File: config.mk
export PLATFORM = sky130hd
export DESIGN_NAME = pipe_issue_sched
export DESIGN_NICKNAME = d
export VERILOG_FILES = /design/src/rtl/pipe_pkg.sv /design/src/rtl/pipe_scoreboard.sv /design/src/rtl/pipe_issue_sched.sv
export SDC_FILE = /design/constraint.sdc
export NUM_CORES = 1
export LEC_CHECK = 0
export CORE_UTILIZATION = 49
export CTS_CLUSTER_DIAMETER = 80
export DETAILED_ROUTE_END_ITERATION = 8
export GPL_ROUTABILITY_DRIVEN = 0
export PLACE_DENSITY = 0.85
export SYNTH_ARGS = -nofsm -noshare
export SYNTH_HDL_FRONTEND = slang
export SYNTH_HIERARCHICAL = 1
export SYNTH_SLANG_ARGS = --single-unit
File: constraint.sdc
create_clock -name clk_i -period 5.33 [get_ports clk_i]
set_input_delay 0.533 -clock clk_i [delete_from_list [all_inputs] [get_ports clk_i]]
set_output_delay 0.533 -clock clk_i [all_outputs]
set_load 0.01 [all_outputs]
File: src/rtl/pipe_pkg.sv
// pipe_pkg: shared ALU function codes, field widths and operand-use helpers
package pipe_pkg;

  localparam int REG_W  = 4;
  localparam int ADDR_W = 8;
  localparam int FUNC_W = 4;

  typedef enum logic [FUNC_W-1:0] {
    FUNC_ADD  = 4'd0,
    FUNC_SUB  = 4'd1,
    FUNC_AND  = 4'd2,
    FUNC_NOT  = 4'd3,
    FUNC_MOVB = 4'd4,
    FUNC_OR   = 4'd5,
    FUNC_XOR  = 4'd6,
    FUNC_SLT  = 4'd7,
    FUNC_INC  = 4'd8,
    FUNC_NEGB = 4'd9,
    FUNC_SHR  = 4'd10,
    FUNC_SHL  = 4'd11
  } func_e;

  localparam logic [FUNC_W-1:0] FUNC_MAX = FUNC_SHL;

  typedef struct packed {
    logic [REG_W-1:0]  rs1;
    logic [REG_W-1:0]  rs2;
    logic [REG_W-1:0]  rd;
    logic [FUNC_W-1:0] func;
    logic [ADDR_W-1:0] addr;
  } instr_t;

  function automatic logic func_legal(input logic [FUNC_W-1:0] f);
    return f <= FUNC_MAX;
  endfunction

  function automatic logic uses_a(input logic [FUNC_W-1:0] f);
    return f inside {FUNC_ADD, FUNC_SUB, FUNC_AND, FUNC_NOT, FUNC_OR,
                     FUNC_XOR, FUNC_SLT, FUNC_INC, FUNC_SHR, FUNC_SHL};
  endfunction

  function automatic logic uses_b(input logic [FUNC_W-1:0] f);
    return f inside {FUNC_ADD, FUNC_SUB, FUNC_AND, FUNC_MOVB, FUNC_OR,
                     FUNC_XOR, FUNC_SLT, FUNC_NEGB};
  endfunction

endpackage

File: src/rtl/pipe_scoreboard.sv
// pipe_scoreboard: WB_LAT-deep shift register of in-flight destination registers with per-requester RAW checks
module pipe_scoreboard
  import pipe_pkg::*;
#(
  parameter int NREQ   = 2,
  parameter int WB_LAT = 2
) (
  input  logic                       clk_i,
  input  logic                       rst_ni,
  input  logic                       push_i,
  input  logic [REG_W-1:0]           push_rd_i,
  input  logic [NREQ-1:0][REG_W-1:0] rs1_i,
  input  logic [NREQ-1:0][REG_W-1:0] rs2_i,
  input  logic [NREQ-1:0]            use_a_i,
  input  logic [NREQ-1:0]            use_b_i,
  output logic [NREQ-1:0]            hazard_o
);

  logic [WB_LAT-1:0]            vld_q;
  logic [WB_LAT-1:0][REG_W-1:0] rd_q;

  // Shift every cycle; slot k holds the rd accepted k+1 cycles ago
  always_ff @(posedge clk_i or negedge rst_ni) begin
    if (!rst_ni) begin
      vld_q <= '0;
      rd_q  <= '0;
    end else begin
      vld_q[0] <= push_i;
      rd_q[0]  <= push_rd_i;
      for (int k = 1; k < WB_LAT; k++) begin
        vld_q[k] <= vld_q[k-1];
        rd_q[k]  <= rd_q[k-1];
      end
    end
  end

  // A requester is hazarded when any live entry matches an operand it actually reads
  always_comb begin
    hazard_o = '0;
    for (int i = 0; i < NREQ; i++)
      for (int k = 0; k < WB_LAT; k++)
        if (vld_q[k] && ((use_a_i[i] && rd_q[k] == rs1_i[i]) ||
                         (use_b_i[i] && rd_q[k] == rs2_i[i])))
          hazard_o[i] = 1'b1;
  end

endmodule

File: src/rtl/pipe_issue_sched.sv
// pipe_issue_sched: round-robin issue arbiter with RAW scoreboard, illegal-func drop and stall statistics
module pipe_issue_sched
  import pipe_pkg::*;
#(
  parameter int NREQ   = 2,
  parameter int WB_LAT = 2,
  parameter int SCW    = 16,
  localparam int SW    = (NREQ > 1) ? $clog2(NREQ) : 1
) (
  input  logic                     clk_i,
  input  logic                     rst_ni,
  input  logic [NREQ-1:0]          req_valid_i,
  output logic [NREQ-1:0]          req_ready_o,
  input  logic [REG_W*NREQ-1:0]    req_rs1_i,
  input  logic [REG_W*NREQ-1:0]    req_rs2_i,
  input  logic [REG_W*NREQ-1:0]    req_rd_i,
  input  logic [FUNC_W*NREQ-1:0]   req_func_i,
  input  logic [ADDR_W*NREQ-1:0]   req_addr_i,
  output logic                     iss_valid_o,
  output logic [REG_W-1:0]         iss_rs1_o,
  output logic [REG_W-1:0]         iss_rs2_o,
  output logic [REG_W-1:0]         iss_rd_o,
  output logic [FUNC_W-1:0]        iss_func_o,
  output logic [ADDR_W-1:0]        iss_addr_o,
  output logic [SW-1:0]            iss_src_o,
  output logic                     err_func_o,
  output logic [SCW-1:0]           stall_cnt_o
);

  instr_t [NREQ-1:0]            req;
  logic   [NREQ-1:0][REG_W-1:0] rs1, rs2;
  logic   [NREQ-1:0]            use_a, use_b, legal, hazard, elig, grant;
  logic   [2*NREQ-1:0]          rot_dbl, back_dbl;
  logic   [NREQ-1:0]            rot, rot_gnt;
  logic   [SW-1:0]              sel, ptr_q, ptr_d;
  logic                         acc, push;
  instr_t                       iss_q;
  logic                         iss_valid_q, err_q;
  logic   [SW-1:0]              src_q;
  logic   [SCW-1:0]             stall_q, stall_d;

  genvar g;
  for (g = 0; g < NREQ; g++) begin : g_unpack
    assign req[g]   = '{rs1:  req_rs1_i[REG_W*g +: REG_W],
                        rs2:  req_rs2_i[REG_W*g +: REG_W],
                        rd:   req_rd_i[REG_W*g +: REG_W],
                        func: req_func_i[FUNC_W*g +: FUNC_W],
                        addr: req_addr_i[ADDR_W*g +: ADDR_W]};
    assign rs1[g]   = req[g].rs1;
    assign rs2[g]   = req[g].rs2;
    assign use_a[g] = uses_a(req[g].func);
    assign use_b[g] = uses_b(req[g].func);
    assign legal[g] = func_legal(req[g].func);
  end

  pipe_scoreboard #(.NREQ(NREQ), .WB_LAT(WB_LAT)) u_sb (
    .clk_i     (clk_i),
    .rst_ni    (rst_ni),
    .push_i    (push),
    .push_rd_i (req[sel].rd),
    .rs1_i     (rs1),
    .rs2_i     (rs2),
    .use_a_i   (use_a),
    .use_b_i   (use_b),
    .hazard_o  (hazard)
  );

  // Illegal funcs bypass the hazard check so they are always drained
  assign elig = req_valid_i & (~legal | ~hazard);

  // Rotate so the RR pointer sits at bit 0, isolate the lowest set bit, rotate back
  always_comb begin
    rot_dbl  = {elig, elig} >> ptr_q;
    rot      = rot_dbl[NREQ-1:0];
    rot_gnt  = rot & (~rot + NREQ'(1));
    back_dbl = {rot_gnt, rot_gnt} << ptr_q;
    grant    = back_dbl[2*NREQ-1:NREQ];
    sel      = '0;
    for (int i = 0; i < NREQ; i++)
      if (grant[i]) sel = SW'(i);
  end

  assign acc         = |grant;
  assign push        = acc & legal[sel];
  assign ptr_d       = (sel == SW'(NREQ - 1)) ? '0 : sel + SW'(1);
  assign stall_d     = (|req_valid_i && !acc && !(&stall_q)) ? stall_q + SCW'(1) : stall_q;
  assign req_ready_o = grant & {NREQ{rst_ni}};

  // Issue register, error pulse, RR pointer and stall statistics
  always_ff @(posedge clk_i or negedge rst_ni) begin
    if (!rst_ni) begin
      iss_q       <= '0;
      iss_valid_q <= 1'b0;
      err_q       <= 1'b0;
      src_q       <= '0;
      ptr_q       <= '0;
      stall_q     <= '0;
    end else begin
      iss_valid_q <= push;
      err_q       <= acc & ~legal[sel];
      stall_q     <= stall_d;
      if (push) begin
        iss_q <= req[sel];
        src_q <= sel;
      end
      if (acc) ptr_q <= ptr_d;
    end
  end

  assign iss_valid_o = iss_valid_q;
  assign iss_rs1_o   = iss_q.rs1;
  assign iss_rs2_o   = iss_q.rs2;
  assign iss_rd_o    = iss_q.rd;
  assign iss_func_o  = iss_q.func;
  assign iss_addr_o  = iss_q.addr;
  assign iss_src_o   = src_q;
  assign err_func_o  = err_q;
  assign stall_cnt_o = stall_q;

endmodule
==> results of run 1 <==
==> how the worst min path moves through the flow <==
stage	from	endpoint	slack [ns]
after floorplan	rst_ni	err_func_o	0.24
after global placement	u_sb/vld_q[0]	u_sb/vld_q[1]	0.46
after detailed placement	u_sb/vld_q[0]	u_sb/vld_q[1]	0.47
after CTS	rst_ni	stall_cnt_o[3]	0.28
after global routing	rst_ni	iss_func_o[0]	0.32
final	rst_ni	stall_cnt_o[9]	0.26
==> Yosys cell counts, drive strengths merged <==
cell,number
nor2,21
a21boi,2
dfrtp,54
o21ai,2
inv,3
xnor2,21
a211oi,1
nor4,3
or2,1
and3,4
nand2,10
nand3,10
mux2i,25
ha,1
nand2b,3
mux2,9
nand4,16
buf,6
o21a,2
a41oi,1
nor2b,1
and4,1
xor2,26
nor3,11
a21oi,24
clkbuf,2
a32o,1
==> logic make-up after synthesis <==
group	after synthesis	share of synthesized area, %
AOI/OAI and AO/OA	33	7.244
xor gates and xnor gates	47	14.53
adders and majority gates	1	0.4416
buffers and inverters	11	1.899
DFF	54	47.70
muxes	34	13.07
and+or+nand+nor	81	15.11
==> registers in the layout, indices dropped and copies added, names as in the netlist <==
name,count
iss_rs2_o,4
iss_valid_o,1
u_sb/rd_q,8
iss_rs1_o,4
u_sb/vld_q,2
iss_func_o,4
iss_rd_o,4
ptr_q,1
iss_src_o,1
err_func_o,1
iss_addr_o,8
stall_cnt_o,16
==> area by class of cell <==
class | instances | area share (%)
flip-flops and latches | 54 | 34.29
multi-input cells | 196 | 36.41
clock buffers | 5 | 1.746
inverters | 3 | 0.2857
repair buffers | 97 | 24.44
clock inverters | 3 | 0.5397
well taps | 72 | 2.286
==> power groups by stage <==
| stage | combinational, mW | sequential (mW) | clock, mW |
|---|---|---|---|
| final | 0.462 | 0.572 | 0.227 |
| after global routing | 0.499 | 0.587 | 0.253 |
| after CTS | 0.467 | 0.573 | 0.235 |
| after detailed placement | 0.464 | 0.579 | 0 |
| after global placement | 0.454 | 0.578 | 0 |
| after floorplan | 0.188 | 0.605 | 0 |
==> layer usage <==
metal  wire [um]  up-vias
met1        2850     1059
met4         141        0
met5           0        -
met2        3160       61
li1            -     1116
met3         246       12
==> impl_metrics.ini, run 1 <==
[global_route]
grt_max_degree = 48
gr-usage-met2_pct = 36.90
busiest_layer = met2
grt_antenna_before_repair = 0
track_usage_pct = 22.40
grt_pass1_wl_um = 10490
overflow = 0
grt_pass1_vias = 2196
met3_usage_pct = 4.767
grt_use_met1_pct = 29.14

[cts]
cts_tree = yes
numCtsBuffers = 5
clk_path_buf_depth = 2
ctsResizeCount = 0
clock-sinks = 54
insertion_delay_ns = 0.31
path_clk_slew_ns = 0.10
clock-root-buffer = clkbuf_8
postCtsSetupBuffers = 0
h-tree-depth = 2
cts_hold_buf = 0

[pwr]
p_clk_share_pct = 18.0
pwr-share-comb_pct = 36.6
p_sw_mw = 0.4108
swShare_pct = 32.56
p_seq_share_pct = 45.4
ir_worst_vdd_uv = 205.0
p_leak_nw = 1.665
powerDensity_nw_per_um2 = 320.2
finalPower_mw = 1.262
power_report.internal_total_mw = 0.8510

[critical_path]
path_depth = 9
reg2reg_from = u_sb/rd_q[7]
cp-end-kind = output port
startpoint_type = input pin
critPathSlowestCell = clkdlybuf4s50_1
critPathMaxFanout = 6
critical_path_arrival_ns = 2.98
crit_end = req_ready_o[1]
required_ns = 4.80
cp_cell_sequence = clkdlybuf4s50_1, nand2b_1, mux2i_1, nand4_1, nand4_1, a21boi_2, or2_1, and3_1, clkdlybuf4s50_1
r2r_setup_slack_ns = 2.38
rr_endpoint = iss_rd_o[3]
path_delay_family = buffers and inverters
critPathKind = input pin to output port
critPathLaunch = req_func_i[2]
reg2reg_depth = 8
path_buf_inv = 2
slowest_delay_ns = 0.58

[sta]
setup-tns-final_ns = 0
hold_slack_ns = 0.2640
period_share_pct = 65.95
final.setup.worst_slack_ns = 1.815
fmax_mhz = 284.5
rsz0062_at_grt = no
relSlewSlack_pct = 26.05
report.final.slew_viol_count = 0
final-hold-violation-count = 0
tightest_slew_ns = 1.107
finalSetupViolCount = 0
skew_ns = 0.008185
fin_crit_ns = 3.515

[worst_hold_path]
hold_class = input pin to asynchronous set/reset pin

[final_layout]
layout.cells.most_common = clkdlybuf4s50_1
fill_cells = 413
final_cell_mix = clkdlybuf4s50_1, dfrtp_1, xor2_1, mux2i_1, a21oi_1
post-route-util_pct = 71.14
multiInputGateArea_sq_um = 1435
stdcell_count = 430
antenna_cells = 0
finalNetCount = 410
areaGrowthSynthToFinish_pct = 39.13
drive_gt1_share_pct = 7.542
seq_area_sq_um = 1351
postLayoutCellArea_sq_um = 3941

[detailed_routing]
drtIter0Drc = 116
wl_per_cell_um = 14.88
drcViolationCount = 0
ant_nets = 0
vias = 2248
vias_per_cell = 5.228
wl_um = 6399
drt-pass1-iter-count = 4

[floorplanning]
initial_core_util_pct = 51.13
core_sq_um = 5540
num_rows = 27
floorplan.die_area_sq_um = 6089
die_w_um = 78.04
io_pins = 97
die_h_um = 78.04

[synthesis]
synth_cell_type_count = 36
synthTopCellsByArea = dfrtp_1, mux2i_1, xor2_1
syn_area_per_cell_sq_um = 10.85
seq_area_frac_synth_pct = 47.70
synthesis.nets = 314
synth_area_sq_um = 2833
syn_inst = 261
synth_top_area_share_pct = 47.70
yosys.area.top_type = dfrtp_1
synth_seq_cells = 54
ys_warn_count = 6

[run]
maxCapViolations = 0

[place]
placedCellCount = 422
dp_hpwl_um = 4807
place_area_sq_um = 3851
dp_slack_ns = 1.778
io_buffers = 96

[run_status]
status = completed
Power figures use the tool's default switching activity.
==> run 2, diff against run 1 <==
--- a/config.mk
+++ b/config.mk
@@ -5,11 +5,11 @@
 export SDC_FILE = /design/constraint.sdc
 export NUM_CORES = 1
 export LEC_CHECK = 0
-export CORE_UTILIZATION = 49
+export CORE_UTILIZATION = 46
 export CTS_CLUSTER_DIAMETER = 80
 export DETAILED_ROUTE_END_ITERATION = 8
 export GPL_ROUTABILITY_DRIVEN = 0
-export PLACE_DENSITY = 0.85
+export PLACE_DENSITY = 0.81
 export SYNTH_ARGS = -nofsm -noshare
 export SYNTH_HDL_FRONTEND = slang
 export SYNTH_HIERARCHICAL = 1
==> constraint.sdc (replaced) <==
create_clock -name clk_i -period 3.6 [get_ports clk_i]
set_input_delay 0.36 -clock clk_i [delete_from_list [all_inputs] [get_ports clk_i]]
set_output_delay 0.36 -clock clk_i [all_outputs]
set_load 0.01 [all_outputs]
==> impl_metrics.ini, run 2 (synthesis gave the netlist of run 1 again) <==
[run_status]
status = completed

[cts]
clock-sinks = 54
clk_path_buf_depth = 2
numCtsBuffers = 5
path_clk_slew_ns = 0.09
cts_tree = yes
insertion_delay_ns = 0.32
cts_hold_buf = 1
h-tree-depth = 2
ctsResizeCount = 0
postCtsSetupBuffers = 0
clock-root-buffer = clkbuf_8

[critical_path]
reg2reg_from = u_sb/rd_q[3]
rr_endpoint = stall_cnt_o[1]
critPathKind = input pin to output port
cp-end-kind = output port
slowest_delay_ns = 0.59
r2r_setup_slack_ns = 1.00
reg2reg_depth = 8
critPathSlowestCell = clkdlybuf4s50_1
critical_path_arrival_ns = 2.85
critPathLaunch = req_func_i[2]
startpoint_type = input pin
cp_cell_sequence = clkdlybuf4s50_1, nand2b_1, mux2i_1, nand4_1, nand4_1, a21boi_2, or2_1, and3_1, clkdlybuf4s50_1
required_ns = 3.24
critPathMaxFanout = 6
crit_end = req_ready_o[1]

[detailed_routing]
drt-pass1-iter-count = 4
vias_per_cell = 5.261
ant_nets = 0
drcViolationCount = 0
wl_met2_um = 3154
met1_length_um = 2872
drtIter0Drc = 130
wl_met3_um = 292
vias = 2299
routed.top_layer = met4
wl_per_cell_um = 14.62
wl_um = 6387

[sta]
relSlewSlack_pct = 61.07
period_share_pct = 89.16
final-hold-violation-count = 0
rsz0062_at_grt = no
final.setup.worst_slack_ns = 0.3902
skew_ns = 0.01028
fin_crit_ns = 3.210
fmax_mhz = 311.5
finalSetupViolCount = 0
report.final.slew_viol_count = 0
tightest_slew_ns = 0.5795
setup-tns-final_ns = 0
hold_slack_ns = 0.4678

[global_route]
grt_antenna_before_repair = 0
grt_max_degree = 45
track_usage_pct = 20.63
grt_pass1_wl_um = 10260
overflow = 0
grt_pass1_vias = 2176

[floorplanning]
initial_core_util_pct = 47.84
die_h_um = 80.48
num_rows = 28
die_w_um = 80.48
io_pins = 97
floorplan.die_area_sq_um = 6476
core_sq_um = 5921

[pwr]
powerDensity_nw_per_um2 = 484.7
ir_worst_vdd_uv = 311.6
finalPower_mw = 1.938
p_leak_nw = 1.691

[final_layout]
antenna_cells = 0
stdcell_count = 437
drive_gt1_share_pct = 8.011
final_cell_mix = clkdlybuf4s50_1, dfrtp_1, xor2_1, mux2i_1, a21oi_1
finalNetCount = 414
layout.cells.most_common = clkdlybuf4s50_1
areaGrowthSynthToFinish_pct = 41.12
largest_reg_flops = 16

[worst_hold_path]
hold_class = input pin to asynchronous set/reset pin

[place]
dp_hpwl_um = 4946
placedCellCount = 428
io_buffers = 96
dp_slack_ns = 0.4231

[run]
maxCapViolations = 0
[run 2: how the worst min path moves through the flow]
stage	start	slack, ns	cells after the start	to
floorplan	rst_ni	0.06	0	err_func_o
global placement	rst_ni	0.26	1	stall_cnt_o[10]
detailed placement	rst_ni	0.27	1	stall_cnt_o[11]
CTS	rst_ni	0.47	2	stall_cnt_o[3]
global route	u_sb/vld_q[0]	0.49	0	u_sb/vld_q[1]
finish	rst_ni	0.47	2	stall_cnt_o[3]
[run 2: where the power goes]
group	leakage, nW	switching, mW	internal [mW]
registers	0.650	0.115	0.734
clock network	0.0514	0.196	0.208
logic	0.990	0.290	0.394
total	1.69	0.602	1.34
[run 2: metal layers]
metal / GRT usage (%) / vias up
li1: - / 1127
met1: 27.17 / 1100
met2: 35.08 / 64
met3: 3.636 / 8
met4: 4.821 / 0
met5: 0 / -
[run 2: worst max-delay path, delay by kind of cell]
family	cells	cell delay, ns
buffers and inverters	2	1.13
and+or+nand+nor	5	0.85
AOI/OAI and AO/OA	1	0.26
muxes	1	0.25
[run 2: cell type report]
class	instances	area (sq um)
Tap cell	75	93.84
Clock buffer	6	72.57
Inverter	3	11.26
Sequential cell	54	1351
Fill cell	482	1923
Timing Repair Buffer	101	996.0
Clock inverter	2	37.54
Multi-Input combinational cell	196	1435
[run 2: metrics by stage]
stage | util [%] | instance area, sq um
3_5_place_dp | 65.49 | 3877
6_report | 67.52 | 3998
5_1_grt | 67.52 | 3998
2_1_floorplan | - | 2833
4_1_cts | 67.52 | 3998
3_3_place_gp | 65.49 | 3877
